**src/rtl/program_loader.sv**
```systemverilog
// Program memory loader: accepts a header/data/checksum byte stream, packs it into 16-bit words
// and holds the CPU core in reset until a verified image is in place.
module program_loader #(
    parameter int unsigned PC_WIDTH = 6
) (
    input  logic                clock,
    input  logic                reset,
    input  logic                start,
    input  logic [7:0]          in_byte,
    input  logic                in_valid,
    output logic                in_ready,
    output logic                pm_we,
    output logic [PC_WIDTH-1:0] pm_addr,
    output logic [15:0]         pm_wdata,
    output logic                core_hold,
    output logic                done,
    output logic                error,
    output logic [PC_WIDTH:0]   words_loaded
);

    localparam int unsigned MaxHdr = (1 << PC_WIDTH) - 1;

    typedef enum logic [2:0] {
        StIdle,
        StHdr,
        StHi,
        StLo,
        StChk,
        StDone,
        StErr
    } state_e;

    state_e            state;
    logic [PC_WIDTH:0] hdr;
    logic [7:0]        chk;
    logic [7:0]        hi_byte;
    logic              xfer;
    logic              last_word;

    assign xfer = in_valid && in_ready;
    // pm_addr already points at the word being assembled when its low byte arrives
    assign last_word = (hdr == {1'b0, pm_addr});

    always_ff @(posedge clock or negedge reset) begin
        if (!reset) begin
            state        <= StIdle;
            in_ready     <= 1'b0;
            pm_we        <= 1'b0;
            pm_addr      <= '0;
            pm_wdata     <= '0;
            core_hold    <= 1'b1;
            done         <= 1'b0;
            error        <= 1'b0;
            words_loaded <= '0;
            hdr          <= '0;
            chk          <= '0;
            hi_byte      <= '0;
        end else begin
            pm_we <= 1'b0;
            // Advance the write pointer the cycle after each write; hold at the top after a full load
            if (pm_we) begin
                if (pm_addr != '1) begin
                    pm_addr <= pm_addr + 1'b1;
                end
                words_loaded <= words_loaded + 1'b1;
            end

            case (state)
                StIdle, StDone, StErr: begin
                    if (start) begin
                        state        <= StHdr;
                        in_ready     <= 1'b1;
                        core_hold    <= 1'b1;
                        done         <= 1'b0;
                        error        <= 1'b0;
                        words_loaded <= '0;
                        pm_addr      <= '0;
                        chk          <= '0;
                    end
                end
                StHdr: begin
                    if (xfer) begin
                        if (32'(in_byte) > MaxHdr) begin
                            state    <= StErr;
                            in_ready <= 1'b0;
                            error    <= 1'b1;
                        end else begin
                            hdr   <= (PC_WIDTH + 1)'(in_byte);
                            chk   <= chk ^ in_byte;
                            state <= StHi;
                        end
                    end
                end
                StHi: begin
                    if (xfer) begin
                        hi_byte <= in_byte;
                        chk     <= chk ^ in_byte;
                        state   <= StLo;
                    end
                end
                StLo: begin
                    if (xfer) begin
                        chk      <= chk ^ in_byte;
                        pm_we    <= 1'b1;
                        pm_wdata <= {hi_byte, in_byte};
                        state    <= last_word ? StChk : StHi;
                    end
                end
                StChk: begin
                    if (xfer) begin
                        in_ready <= 1'b0;
                        if (in_byte == chk) begin
                            state     <= StDone;
                            done      <= 1'b1;
                            core_hold <= 1'b0;
                        end else begin
                            state <= StErr;
                            error <= 1'b1;
                        end
                    end
                end
                default: begin
                    state    <= StIdle;
                    in_ready <= 1'b0;
                end
            endcase
        end
    end

endmodule

```
**config.mk**
```make
export PLATFORM = sky130hd
export DESIGN_NAME = program_loader
export DESIGN_NICKNAME = d
export VERILOG_FILES = /design/src/rtl/program_loader.sv
export SDC_FILE = /design/constraint.sdc
export NUM_CORES = 1
export LEC_CHECK = 0
export CAP_MARGIN = 20
export CORE_ASPECT_RATIO = 1.2
export CORE_MARGIN = 5
export CORE_UTILIZATION = 50
export DETAILED_ROUTE_END_ITERATION = 8
export PLACE_DENSITY_LB_ADDON = 0.2
export SLEW_MARGIN = 40
export SYNTH_ARGS = -nofsm -noshare
export SYNTH_HDL_FRONTEND = slang
export SYNTH_SLANG_ARGS = --single-unit
export TNS_END_PERCENT = 50
```
**constraint.sdc**
```tcl
create_clock -name clock -period 3.7 [get_ports clock]
set_input_delay 0.37 -clock clock [delete_from_list [all_inputs] [get_ports clock]]
set_output_delay 0.37 -clock clock [all_outputs]
set_load 0.05 [all_outputs]
```
# ---- Yosys cells after proc, flatten, opt, wreduce, memory -nomap -nowiden
# Index checks and enable logic that the tools add are counted.
# Widths: inputs -> output; s select.
dict set report word_totals {
  reg_bits 60
}
dict set report op_classes {
  muxes 40
  bitwise 3
  order_cmp 1
  n_reduce_logical 15
  addsub 2
  n_eq_ne 19
}
# cell count
set op_table {}
lappend op_table {{$mux 8} 4}
lappend op_table {{$mux 6} 4}
lappend op_table {{$pmux 8 s3} 1}
lappend op_table {{$mux 3} 7}
lappend op_table {{$mux 7} 3}
lappend op_table {{$ne 2x2->1 const B} 9}
lappend op_table {{$mux 1} 15}
lappend op_table {{$pmux 3 s5} 1}
lappend op_table {{$reduce_and 5->1} 3}
lappend op_table {{$eq 3x3->1 const B} 3}
lappend op_table {{$eq 8x8->1} 1}
lappend op_table {{$gt 8x6->1 const B} 1}
lappend op_table {{$xor 8x8->8} 1}
lappend op_table {{$add 7x1->7 const B} 1}
lappend op_table {{$eq 7x6->1} 1}
lappend op_table {{$add 6x1->6 const B} 1}
lappend op_table {{$eq 3x2->1 const B} 2}
lappend op_table {{$ne 6x6->1 const B} 1}
lappend op_table {{$reduce_and 6->1} 1}
lappend op_table {{$reduce_bool 3->1} 2}
lappend op_table {{$pmux 1 s2} 2}
lappend op_table {{$pmux 1 s4} 1}
lappend op_table {{$reduce_and 2->1} 2}
lappend op_table {{$reduce_and 4->1} 1}
lappend op_table {{other kinds (11)} 12}

# ---- Longest topological paths before layout
dict set report depth {
  ltp_word 5
  depth_mapped 6
  mapped_depth_nobuf 5
}

# ---- Worst setup path before layout
# OpenSTA, ideal clock, no wires.
dict set report synth_timing {
  path_type {register to register}
  from {register in_ready}
  to {register pm_wdata[7]}
  arrival_time_ps 1779
  required_ps 3575
  path_stages_with_launch 6
  setup_ps 125
  period_less_slack_ps 1904
  path_slack_ps 1796
  path_cell_list {dfrtp_1 > and3b_4 > and3_2 > buf_6 > buf_6 > mux2_2}
}
dict set report synth_via {
  elab_chain_cells 2
}
# element line
set synth_lines {}
lappend synth_lines {{start: declaration} 11} ;# output logic in_ready,
lappend synth_lines {{start signal: assignment} 47} ;# in_ready <= 1'b0;
lappend synth_lines {{start signal: assignment} 72} ;# in_ready <= 1'b1;
lappend synth_lines {{start signal: assignment} 85} ;# in_ready <= 1'b0;
lappend synth_lines {{$logic_and 1x1->1} 40} ;# assign xfer = in_valid && in_ready;
lappend synth_lines {{$reduce_and 2->1 (no source line)} -}
lappend synth_lines {{end signal: assignment} 105} ;# pm_wdata <= {hi_byte, in_byte};
lappend synth_lines {{end: declaration} 14} ;# output logic [15:0] pm_wdata,
# Every way passes these cells.
# A chain may end at the register's enable or synchronous reset.

# ---- Worst setup path in the final report
dict set report layout_timing {
  from {register pm_we}
  to {output port pm_we}
}
# element line
set layout_rtl {}
lappend layout_rtl {{start: declaration} 12} ;# output logic pm_we,
lappend layout_rtl {{start signal: assignment} 48} ;# pm_we <= 1'b0;
lappend layout_rtl {{start signal: assignment} 59} ;# pm_we <= 1'b0;
lappend layout_rtl {{start signal: assignment} 104} ;# pm_we <= 1'b1;
# No word-level cell between the ends.

==> reports/metrics.cfg <==
[global_routing]
antenna_found_initial = 0
met2_usage_pct = 27.8
track_usage_pct = 17.7
grt_pass1_wl_um = 10400
grt_pass1_vias = 2240
grt_max_degree = 44
overflow = 0
grtUsageMet1_pct = 22.4
gr-usage-met3_pct = 3.88
grt.busiest_layer = met2

[status]
outcome = completed

[final_layout]
diodes = 0
nets = 328
syn2layout_area_growth_pct = 21.5
layout_common_cells = dfrtp_1, clkdlybuf4s50_1, mux2_2
ff_latch_area_mm2 = 0.00150
multi_input_area_mm2 = 0.00142
drive_gt1_share_pct = 17.6
layout_commonest_cell = dfrtp_1
final_core_util_pct = 61.7
fill_cells = 562

[clock_network]
hold_buffers = 0
clockRootBuffer = clkbuf_8
postCtsSetupBuffers = 0
cts_repair_resize_count = 0
cts_inserted_buffers = 9
clock_latency_ns = 0.35
path_clk_slew_ns = 0.07
cts_htree_levels = 3
cts_buffer_depth = 2
tritoncts = built
clock-sinks = 60

[yosys]
yosysSeqAreaShare_pct = 49.6
synth_top_cell_by_area = dfrtp_1
ys_types = 47
synth_top_area_share_pct = 48.7
async_reset_ff_share_pct = 100
ys_ff_latch = 60
synth_edf_count = 0
syn_nets = 283
syn_inst = 269
yosysWarnings = 0
synth_area_per_cell_um2 = 11.3
synth_ff_type = dfrtp_1
synth_area_leaders = dfrtp_1, mux2_2, xnor2_1, xor2_1, a32o_1
synth_area_mm2 = 0.00303

[pwr]
intPower_mw = 1.72
p_clk_share_pct = 17.3
peakVddDrop_mv = 0.534
pwr-share-seq_pct = 38.3
powerDensity_mw_per_mm2 = 804
p_leak_nw = 1.57
p_comb_share_pct = 44.4
p_switching_mw = 1.25
p_sw_share_pct = 42.1

[place]
place_congestion = 0.820
io_buffers = 45
dpl.hpwl_um = 4190
post-place-ws_ns = 1.49

[floorplan]
coreArea_mm2 = 0.00597
rows = 31
die-area_mm2 = 0.00773
io_pins = 46
die_w_um = 81.1
start_util_pct = 50.8
die_h_um = 95.3

[setup_path]
r2r-start = state[2]
cp_num_cells = 1
start_kind = register
worstRegToRegCells = 3
cp-end-kind = output port
reg2reg_to = pm_wdata[10]
critPathKind = reg2out
crit_required_ns = 3.33
crit_buf_inv = 1
crit_chain = clkdlybuf4s50_1
regToRegSetupSlack_ns = 1.60
cp-endpoint = pm_we
arrival_ns = 1.75
slowest_stage = clkdlybuf4s50_1
crit_path_max_fanout = 10
slowest_delay_ns = 0.87
crit_start = pm_we
cpLargestDelayFamily = buffers and inverters

[timing]
fin_skew_ns = 0.00989
setup_tns_ns = 0
timing.final.crit_share_pct = 57.2
worst-slew-pin-transition_ns = 0.720
setup_ws_ns = 1.58
slew_viol_final = 0
layout_min_cycle_time_ns = 2.12
setup_viol = 0
rsz0062_at_grt = false
hold_violations = 0
slew_headroom_pct = 52.0
fmax_ghz = 0.473

[drt]
drtPass1Iterations = 4
drc = 0
wl_um = 6060
vias = 2202
routedWlPerCell_um = 15.1
ant_nets = 0
vias_per_cell = 5.49
drtIter0Drc = 157

[job]
maxCapViolations = 0

[worst_hold_path]
hold_path_class = in2async

==> power by group through the flow <==
stage / Combinational (mW) / Sequential, mW / Clock [mW]
floorplan: 0.654 / 1.42 / 0
global placement: 1.31 / 1.13 / 0
detailed placement: 1.32 / 1.14 / 0
CTS: 1.33 / 1.13 / 0.526
global route: 1.42 / 1.18 / 0.552
finish: 1.31 / 1.13 / 0.513
==> cell usage after synthesis (2+ instances only) <==
library cell	count
a211oi_1	2
a21oi_1	5
a32o_1	9
and2_2	2
and3_2	2
buf_2	6
buf_6	3
clkbuf_1	3
dfrtp_1	59
ha_1	2
inv_1	5
mux2_2	24
mux2_4	6
mux2i_1	6
nand2_1	15
nand2b_1	2
nand3_1	3
nand3b_1	4
nand4_1	5
nor2_1	23
nor2b_1	9
nor3_1	5
nor4_1	2
o211ai_1	7
o21ai_0	16
o311ai_0	2
xnor2_1	12
xor2_1	11
==> worst min path at each step <==
stage | to | slack [ns] | cells after the start
2_1_floorplan | chk[0] | 0.07 | 0
3_3_place_gp | pm_wdata[14] | 0.47 | 1
3_5_place_dp | in_ready | 0.40 | 1
4_1_cts | pm_addr[4] | 0.03 | 1
5_1_grt | chk[7] | 0.05 | 1
6_report | pm_addr[4] | 0.008 | 1
==> logic make-up (layout without fill, tap and decap cells) <==
kind of cell	Yosys count	count (layout)	synth area share, %
AOI/OAI and AO/OA	49	49	11.5
xor gates and xnor gates	23	23	6.64
adders and majority gates	3	3	1.16
buffers and inverters	19	69	3.47
DFF	60	60	49.6
muxes	37	37	14.2
and+or+nand+nor	78	78	13.4
==> state kept, by name, indices dropped and copies added (netlist names) <==
register and count:
pm_wdata 16, chk 8, hi_byte 8, hdr 7, words_loaded 7, pm_addr 6
state 3, core_hold 1, done 1, error 1, in_ready 1, pm_we 1
==> cell type report <==
class / count / area share (%)
Sequential cell: 60 / 40.8
Multi-Input combinational cell: 190 / 38.7
Timing Repair Buffer: 47 / 12.6
Clock buffer: 11 / 3.84
Tap cell: 82 / 2.79
Clock inverter: 5 / 0.747
Inverter: 6 / 0.611
==> per-layer routing <==
layer / share of wire (%) / vias to the layer above / wire, µm
met3: 4.3 / 12 / 263
li1: - / 1057 / -
met4: 2.3 / 0 / 142
met1: 44 / 1084 / 2650
met2: 50 / 49 / 3000
met5: 0 / - / 0
==> metrics by stage <==
stage / area (µm²) / hold slack (ns) / power, mW / instances
after floorplan: 3030 / 0.0744 / 2.08 / 269
final: 3680 / 0.00824 / 2.96 / 401
after CTS: 3680 / 0.0281 / 2.99 / 401
after detailed placement: 3510 / 0.395 / 2.47 / 385
after global routing: 3680 / 0.0550 / 3.15 / 401
after global placement: 3510 / 0.474 / 2.44 / 385
Power figures use the tool's default switching activity.
